### src/rtl/ifetch_unit_if.sv
// Fetch-stage bundle: instruction memory port, redirect input, decode output, status.
// Latency: none (signal grouping only).
// Backpressure: OutValid/OutReady handshake toward decode.
interface ifetch_unit_if;
   logic [31:0] ImemAddr;
   logic [31:0] ImemData;
   logic        Redirect;
   logic [31:0] RedirectPC;
   logic        OutValid;
   logic        OutReady;
   logic [31:0] OutInstr;
   logic [31:0] OutPC;
   logic        Fault;
   logic [31:0] FaultPC;
   logic [31:0] FetchCount;

   // Fetch unit side
   modport master (
      output ImemAddr,
      input  ImemData,
      input  Redirect,
      input  RedirectPC,
      output OutValid,
      input  OutReady,
      output OutInstr,
      output OutPC,
      output Fault,
      output FaultPC,
      output FetchCount
   );

   // Environment side (memory, branch unit, decode)
   modport slave (
      input  ImemAddr,
      output ImemData,
      output Redirect,
      output RedirectPC,
      input  OutValid,
      output OutReady,
      input  OutInstr,
      input  OutPC,
      input  Fault,
      input  FaultPC,
      input  FetchCount
   );
endinterface

### src/rtl/ifetch_unit.sv
// Instruction fetch: PC register, IMEM addressing, valid/ready output register, fault halt.
// Latency: word at PC appears on OutInstr one cycle after PC is driven on ImemAddr.
// Backpressure: OutValid & !OutReady holds PC and the output register stable.
module ifetch_unit #(
   parameter logic [31:0] RESET_PC   = 32'h0000_0000,
   parameter int          IMEM_BYTES = 64
) (
   input  logic          Clk,
   input  logic          Rst,
   ifetch_unit_if.master bus
);

   localparam logic [31:0] LAST_PC = 32'(IMEM_BYTES - 4);

   typedef enum logic {RUN, HALT} state_t;

   state_t      state_q;
   logic [31:0] pc_q;
   logic        out_valid_q;
   logic [31:0] out_instr_q;
   logic [31:0] out_pc_q;
   logic        fault_q;
   logic [31:0] fault_pc_q;
   logic [31:0] count_q;

   logic [31:0] count_d;
   logic [31:0] pc_inc_d;
   logic        reg_free;
   logic        pc_legal;
   logic        redir_legal;

   // Decision terms for the next edge: free slot, PC/target legality, handshake count
   always_comb begin
      reg_free    = !out_valid_q || bus.OutReady;
      pc_legal    = (pc_q[1:0] == 2'b00) && (pc_q <= LAST_PC);
      redir_legal = (bus.RedirectPC[1:0] == 2'b00) && (bus.RedirectPC <= LAST_PC);
      pc_inc_d    = pc_q + 32'd4;
      count_d     = count_q;
      if (out_valid_q && bus.OutReady) begin
         count_d = count_q + 32'd1;
      end
   end

   // RUN/HALT state machine owning PC, the output register and the fault record
   always_ff @(posedge Clk) begin
      if (!Rst) begin
         state_q     <= RUN;
         pc_q        <= RESET_PC;
         out_valid_q <= 1'b0;
         out_instr_q <= 32'h0;
         out_pc_q    <= 32'h0;
         fault_q     <= 1'b0;
         fault_pc_q  <= 32'h0;
         count_q     <= 32'h0;
      end else begin
         // A word taken on this edge counts even if it is flushed or HALT is entered
         count_q <= count_d;
         if (state_q == RUN) begin
            if (bus.Redirect) begin
               out_valid_q <= 1'b0;
               if (redir_legal) begin
                  pc_q <= bus.RedirectPC;
               end else begin
                  state_q    <= HALT;
                  fault_q    <= 1'b1;
                  fault_pc_q <= bus.RedirectPC;
               end
            end else if (reg_free && pc_legal) begin
               out_instr_q <= bus.ImemData;
               out_pc_q    <= pc_q;
               out_valid_q <= 1'b1;
               pc_q        <= pc_inc_d;
            end else if (reg_free) begin
               // Sequential fetch ran past the end of instruction memory
               state_q     <= HALT;
               fault_q     <= 1'b1;
               fault_pc_q  <= pc_q;
               out_valid_q <= 1'b0;
            end
         end
      end
   end

   assign bus.ImemAddr   = pc_q;
   assign bus.OutValid   = out_valid_q;
   assign bus.OutInstr   = out_instr_q;
   assign bus.OutPC      = out_pc_q;
   assign bus.Fault      = fault_q;
   assign bus.FaultPC    = fault_pc_q;
   assign bus.FetchCount = count_q;

endmodule

### src/flat_wrapper.sv
// flat-port wrapper written by rule: the top's interface ports become plain ports
module ifetch_unit_flat 
#(
   parameter logic [31:0] RESET_PC   = 32'h0000_0000,
   parameter int          IMEM_BYTES = 64
)
  (Clk, Rst, bus_ImemAddr, bus_ImemData, bus_Redirect, bus_RedirectPC, bus_OutValid, bus_OutReady, bus_OutInstr, bus_OutPC, bus_Fault, bus_FaultPC, bus_FetchCount);
  ifetch_unit_if bus_i ();
  input  logic Clk;
  input  logic Rst;
  output wire logic [$bits(bus_i.ImemAddr)-1:0] bus_ImemAddr;
  input wire logic [$bits(bus_i.ImemData)-1:0] bus_ImemData;
  input wire logic [$bits(bus_i.Redirect)-1:0] bus_Redirect;
  input wire logic [$bits(bus_i.RedirectPC)-1:0] bus_RedirectPC;
  output wire logic [$bits(bus_i.OutValid)-1:0] bus_OutValid;
  input wire logic [$bits(bus_i.OutReady)-1:0] bus_OutReady;
  output wire logic [$bits(bus_i.OutInstr)-1:0] bus_OutInstr;
  output wire logic [$bits(bus_i.OutPC)-1:0] bus_OutPC;
  output wire logic [$bits(bus_i.Fault)-1:0] bus_Fault;
  output wire logic [$bits(bus_i.FaultPC)-1:0] bus_FaultPC;
  output wire logic [$bits(bus_i.FetchCount)-1:0] bus_FetchCount;
  assign bus_ImemAddr = bus_i.ImemAddr;
  assign bus_i.ImemData = bus_ImemData;
  assign bus_i.Redirect = bus_Redirect;
  assign bus_i.RedirectPC = bus_RedirectPC;
  assign bus_OutValid = bus_i.OutValid;
  assign bus_i.OutReady = bus_OutReady;
  assign bus_OutInstr = bus_i.OutInstr;
  assign bus_OutPC = bus_i.OutPC;
  assign bus_Fault = bus_i.Fault;
  assign bus_FaultPC = bus_i.FaultPC;
  assign bus_FetchCount = bus_i.FetchCount;
  ifetch_unit #(.RESET_PC(RESET_PC), .IMEM_BYTES(IMEM_BYTES)) u_core (.Clk(Clk), .Rst(Rst), .bus(bus_i));
endmodule
### config.mk
export PLATFORM = sky130hd
export DESIGN_NAME = ifetch_unit_flat
export DESIGN_NICKNAME = d
export VERILOG_FILES = /design/src/rtl/ifetch_unit_if.sv /design/src/rtl/ifetch_unit.sv /design/src/flat_wrapper.sv
export SDC_FILE = /design/constraint.sdc
export NUM_CORES = 1
export LEC_CHECK = 0
export ABC_AREA = 1
export CAP_MARGIN = 30
export CORE_MARGIN = 10
export CORE_UTILIZATION = 30
export DETAILED_ROUTE_END_ITERATION = 12
export PLACE_DENSITY_LB_ADDON = 0.12
export SYNTH_ARGS = -nofsm -noshare
export SYNTH_HDL_FRONTEND = slang
export SYNTH_SLANG_ARGS = --single-unit
export TNS_END_PERCENT = 1
### constraint.sdc
create_clock -name Clk -period 2.4 [get_ports Clk]
set_input_delay 0.36 -clock Clk [delete_from_list [all_inputs] [get_ports Clk]]
set_output_delay 0.36 -clock Clk [all_outputs]
set_load 0.01 [all_outputs]
Word level (Yosys, flattened, before mapping)
Cells that the tools add are included.

Flip-flop bits (word level): 163. Input port bits: 68. Output and inout bits: 162. Logic and storage cells: 51.

$add $sub $neg: 2. Magnitude comparators: 2. Equal/unequal tests: 3. Multiplexer cells: 19. Bitwise logic cells: 2. Reduce and logical (&&, ||, !) cells: 15.

Operators with widths (count): 2-to-1 mux 32 bit (7); <= comparator 32 x 6 -> 1 bit, second input constant (2); adder 32 x 1 -> 32 bit, second input constant (1); adder 32 x 3 -> 32 bit, second input constant (1); 2-to-1 mux 1 bit (12); AND reduction 3 bit (2); logical AND 1 bit (4); logical NOT 2 bit (2); inequality test 2 bit, second input constant (2); AND reduction 4 bit (1); nonzero test 2 bit (2); nonzero test 3 bit (1); inequality test 2 x 1 -> 1 bit, second input constant (1); inverter 1 bit (2); AND reduction 2 bit (1); logical NOT 1 bit (1); logical OR 1 bit (1).

Logic depth before layout (Yosys ltp)
Depth after elaboration: 6. Mapped depth: 11. Depth with buffers taken out: 10.

Least setup slack after synthesis
Ideal clock, no wire load.

Kind: register -> register. Start point: register u_core.count_q[1] (netlist: u_core.bus.FetchCount[1]). End point: register u_core.count_q[24] (netlist: u_core.bus.FetchCount[24]). Setup time: 0.116 ns. Arrival: 1.406 ns. Required time: 2.284 ns. Path slack: 0.878 ns. Stages on the path, launching flop included: 9. Path buffers: 0. Clock period less this slack: 1.522 ns. Cells stage by stage: dfxtp_1 > ha_1 > nand3_1 > nor3_2 > nand3_1 > nor2_1 > nand2_1 > o21ai_0 > nor2_1.

Word-level cells in the longest chain between the ends: 1.

Ends and longest elaborated chain: from (decl) (line ifetch_unit.sv:24) `logic [31:0] count_q;`; from (signal assigned) (line ifetch_unit.sv:57) `count_q <= count_d;`; adder 32 x 1 -> 32 bit (line ifetch_unit.sv:40) `count_d = count_q + 32'd1;`.

Every way passes these cells. A chain may end at the register's enable or synchronous reset.

Final worst setup path
Start point: register u_core.out_valid_q (netlist: u_core.bus.OutValid). End point: output port bus_OutValid.

RTL lines: from (decl) (line ifetch_unit.sv:19) `logic out_valid_q;`; from (signal assigned) (line ifetch_unit.sv:49) `out_valid_q <= 1'b0;`; from (signal assigned) (line ifetch_unit.sv:60) `out_valid_q <= 1'b0;`; from (signal assigned) (line ifetch_unit.sv:71) `out_valid_q <= 1'b1;`; to (decl) (line flat_wrapper.sv:15) `output wire logic [$bits(bus_i.OutValid)-1:0] bus_OutValid;`.

No word-level cell between the ends.

==> impl_metrics.json <==
{
  "rsz0062_at_grt": "false",
  "synth-compound-area-share_pct": 9.94,
  "synthAdderAreaFrac_pct": 0.360,
  "cts_tree": "done",
  "cellLeakagePower_uw": 0.00391,
  "numPortBuffers": 229,
  "viasPerCell": 4.57,
  "drc": 0,
  "syn-mean-instance-area_um2": 7.06,
  "ys_seq_area_share_pct": 46.9,
  "arrival_ns": 1.55,
  "fp.dieArea_mm2": 0.0297,
  "hold_buffers": 0,
  "synth_top_area_share_pct": 46.9,
  "n_antenna_cell": 0,
  "path_clk_slew_ns": 0.07,
  "fin_nets": 1274,
  "min-delay-path-class": "flip-flop to flip-flop",
  "syn_nets": 1055,
  "fin_ws_ns": 0.493,
  "synth_cell_types": 36,
  "maxCapViolCount": 0,
  "drv_slew": 0,
  "area_growth_pct": 46.6,
  "drt_wl_total_um": 23600,
  "cp_slowest_cell": "clkdlybuf4s50_1",
  "boundaryPins": 230,
  "drive_gt1_share_pct": 6.98,
  "clk_latency_ns": 0.43,
  "postCtsSetupBuffers": 0,
  "place_congestion": 0.794,
  "dr.pass1.iters": 5,
  "hold_viol": 0,
  "antenna_found_initial": 0,
  "worst_pin_slew_ns": 0.673,
  "status": "completed",
  "dp_slack_ns": 0.225,
  "fmax_ghz": 0.524,
  "path_max_fanout": 6,
  "start_util_pct": 30.6,
  "synth-simple-area-share_pct": 33.2,
  "die_y_um": 172,
  "yosys-top-cells-area": "dfxtp_1 (47%), nand2_1 (13%), nor2_1 (9.1%)",
  "ir_worst_vdd_mv": 0.506,
  "syn_inst": 985,
  "path_buf_inv": 1,
  "path_delay_family": "buffers and inverters",
  "fin_tns_setup_ns": 0,
  "dpl.hpwl_um": 17200,
  "power.density_mw_per_mm2": 678,
  "numClockSinks": 163,
  "crit_chain": "clkdlybuf4s50_1",
  "ys_seq_elements": 163,
  "grt.total_usage_pct": 15.7,
  "core_area_mm2": 0.0227,
  "grt_max_degree": 70,
  "dieWidth_um": 172,
  "first_iter_violations": 358,
  "crit_type": "flip-flop to output pin",
  "h-tree-depth": 4,
  "cts_resized": 0,
  "synthesis.area_mm2": 0.00695,
  "placementRows": 55,
  "fin_crit_sh_pct": 79.5,
  "mostFrequentLayoutCells": "nand2_1 (242), clkdlybuf4s50_1 (227), nor2_1 (168), dfxtp_1 (163), a21oi_1 (113)",
  "grt_pass1_vias": 6761,
  "slew_headroom_pct": 55.1,
  "synthMuxAreaShare_pct": 0.432,
  "grt_overflow_total": 0,
  "yosys.area.top_type": "dfxtp_1",
  "cts-root-buf": "clkbuf_16",
  "grt_pass1_wl_um": 36900,
  "mostFrequentLayoutCell": "nand2_1",
  "ys_warn_count": 0,
  "post_drt_wl_per_cell_um": 15.7,
  "startpoint_type": "flip-flop",
  "synth_xor_xnor_area_share_pct": 0.756,
  "synth_top_family_by_area": "simple AND/OR/NAND/NOR gates",
  "cts_buffer_depth": 2,
  "cp.required_ns": 2.04,
  "setup_viol": 0,
  "end_kind": "output pin",
  "fin_crit_ns": 1.91,
  "ant_nets": 0,
  "clock_skew_ns": 0.0156,
  "cts_buffers": 17,
  "max_stage_delay_ns": 0.63,
  "dr_total_vias": 6869
}
## logic make-up (layout without fill, tap and decap cells)
kind of cell,count (synthesis),after routing
AO/OA/AOI/OAI,135,135
XOR/XNOR,6,6
adder cells (fa/ha/maj),2,2
buffers and inverters,130,362
flip-flops,163,163
multiplexers,3,3
AND/OR/NAND/NOR,546,546
## metrics by stage
step	util (%)	total power [uW]	instances	hold WS (ns)	cell area, um2
global route	44.9	7240	1502	0.455	10200
finish	44.9	6910	1502	0.440	10200
detailed placement	42.1	4070	1470	0.430	9560
floorplan	-	3530	985	0.464	6950
global placement	42.1	4060	1470	0.425	9560
CTS	44.9	7010	1502	0.443	10200
## where the power goes
group	internal (uW)	leakage [uW]	total, uW	switching, uW
Sequential	2830	0.00133	2920	83.7
Combinational	514	0.00228	1070	561
Clock	1680	0.000305	2920	1240
Total	5020	0.00391	6910	1880
## final timing paths
check | from | end | slack, ns | depth (start not counted)
hold / removal | u_core.bus.OutPC[24] | u_core.bus.OutPC[24] | 0.44 | 2
setup reg to reg | u_core.bus.OutValid | u_core.bus.FetchCount[15] | 0.64 | 10
hold reg to reg | u_core.bus.OutPC[24] | u_core.bus.OutPC[24] | 0.44 | 2
setup / recovery | u_core.bus.OutValid | bus_OutValid | 0.49 | 1
## area by class of cell
| type | instances | area [um2] |
|---|---|---|
| multi-input combinational | 692 | 3120 |
| tap | 285 | 357 |
| clock buffer | 18 | 429 |
| clock inverter | 14 | 193 |
| inverter | 79 | 298 |
| fill | 2310 | 12500 |
| sequential | 163 | 3260 |
| timing repair buffer | 251 | 2520 |
## per-layer routing
metal  track usage, %  wire length (um)
met1             19.0             10300
met2             25.7             11200
met3             6.16              1980
met4             3.64               163
met5                0                 0
## synth_stat cells, drive strengths merged
cell type  count
a211oi         2
a21oi        113
and2           2
and3           2
buf           28
clkbuf        23
clkinv         1
dfxtp        163
ha             2
inv           78
mux2i          3
nand2        244
nand3         62
nand3b         1
nand4         13
nor2         177
nor3          41
nor3b          2
nor4           1
o21a           3
o21ai         16
o31ai          1
or2            1
xor2           6
## flip-flops by register name (all words and copies together) (netlist names)
name	count
u_core.bus.Fault	1
u_core.bus.FaultPC	32
u_core.bus.FetchCount	32
u_core.bus.ImemAddr	32
u_core.bus.OutInstr	32
u_core.bus.OutPC	32
u_core.bus.OutValid	1
u_core.state_q	1
Note: power is estimated with default switching activity, not from simulation.
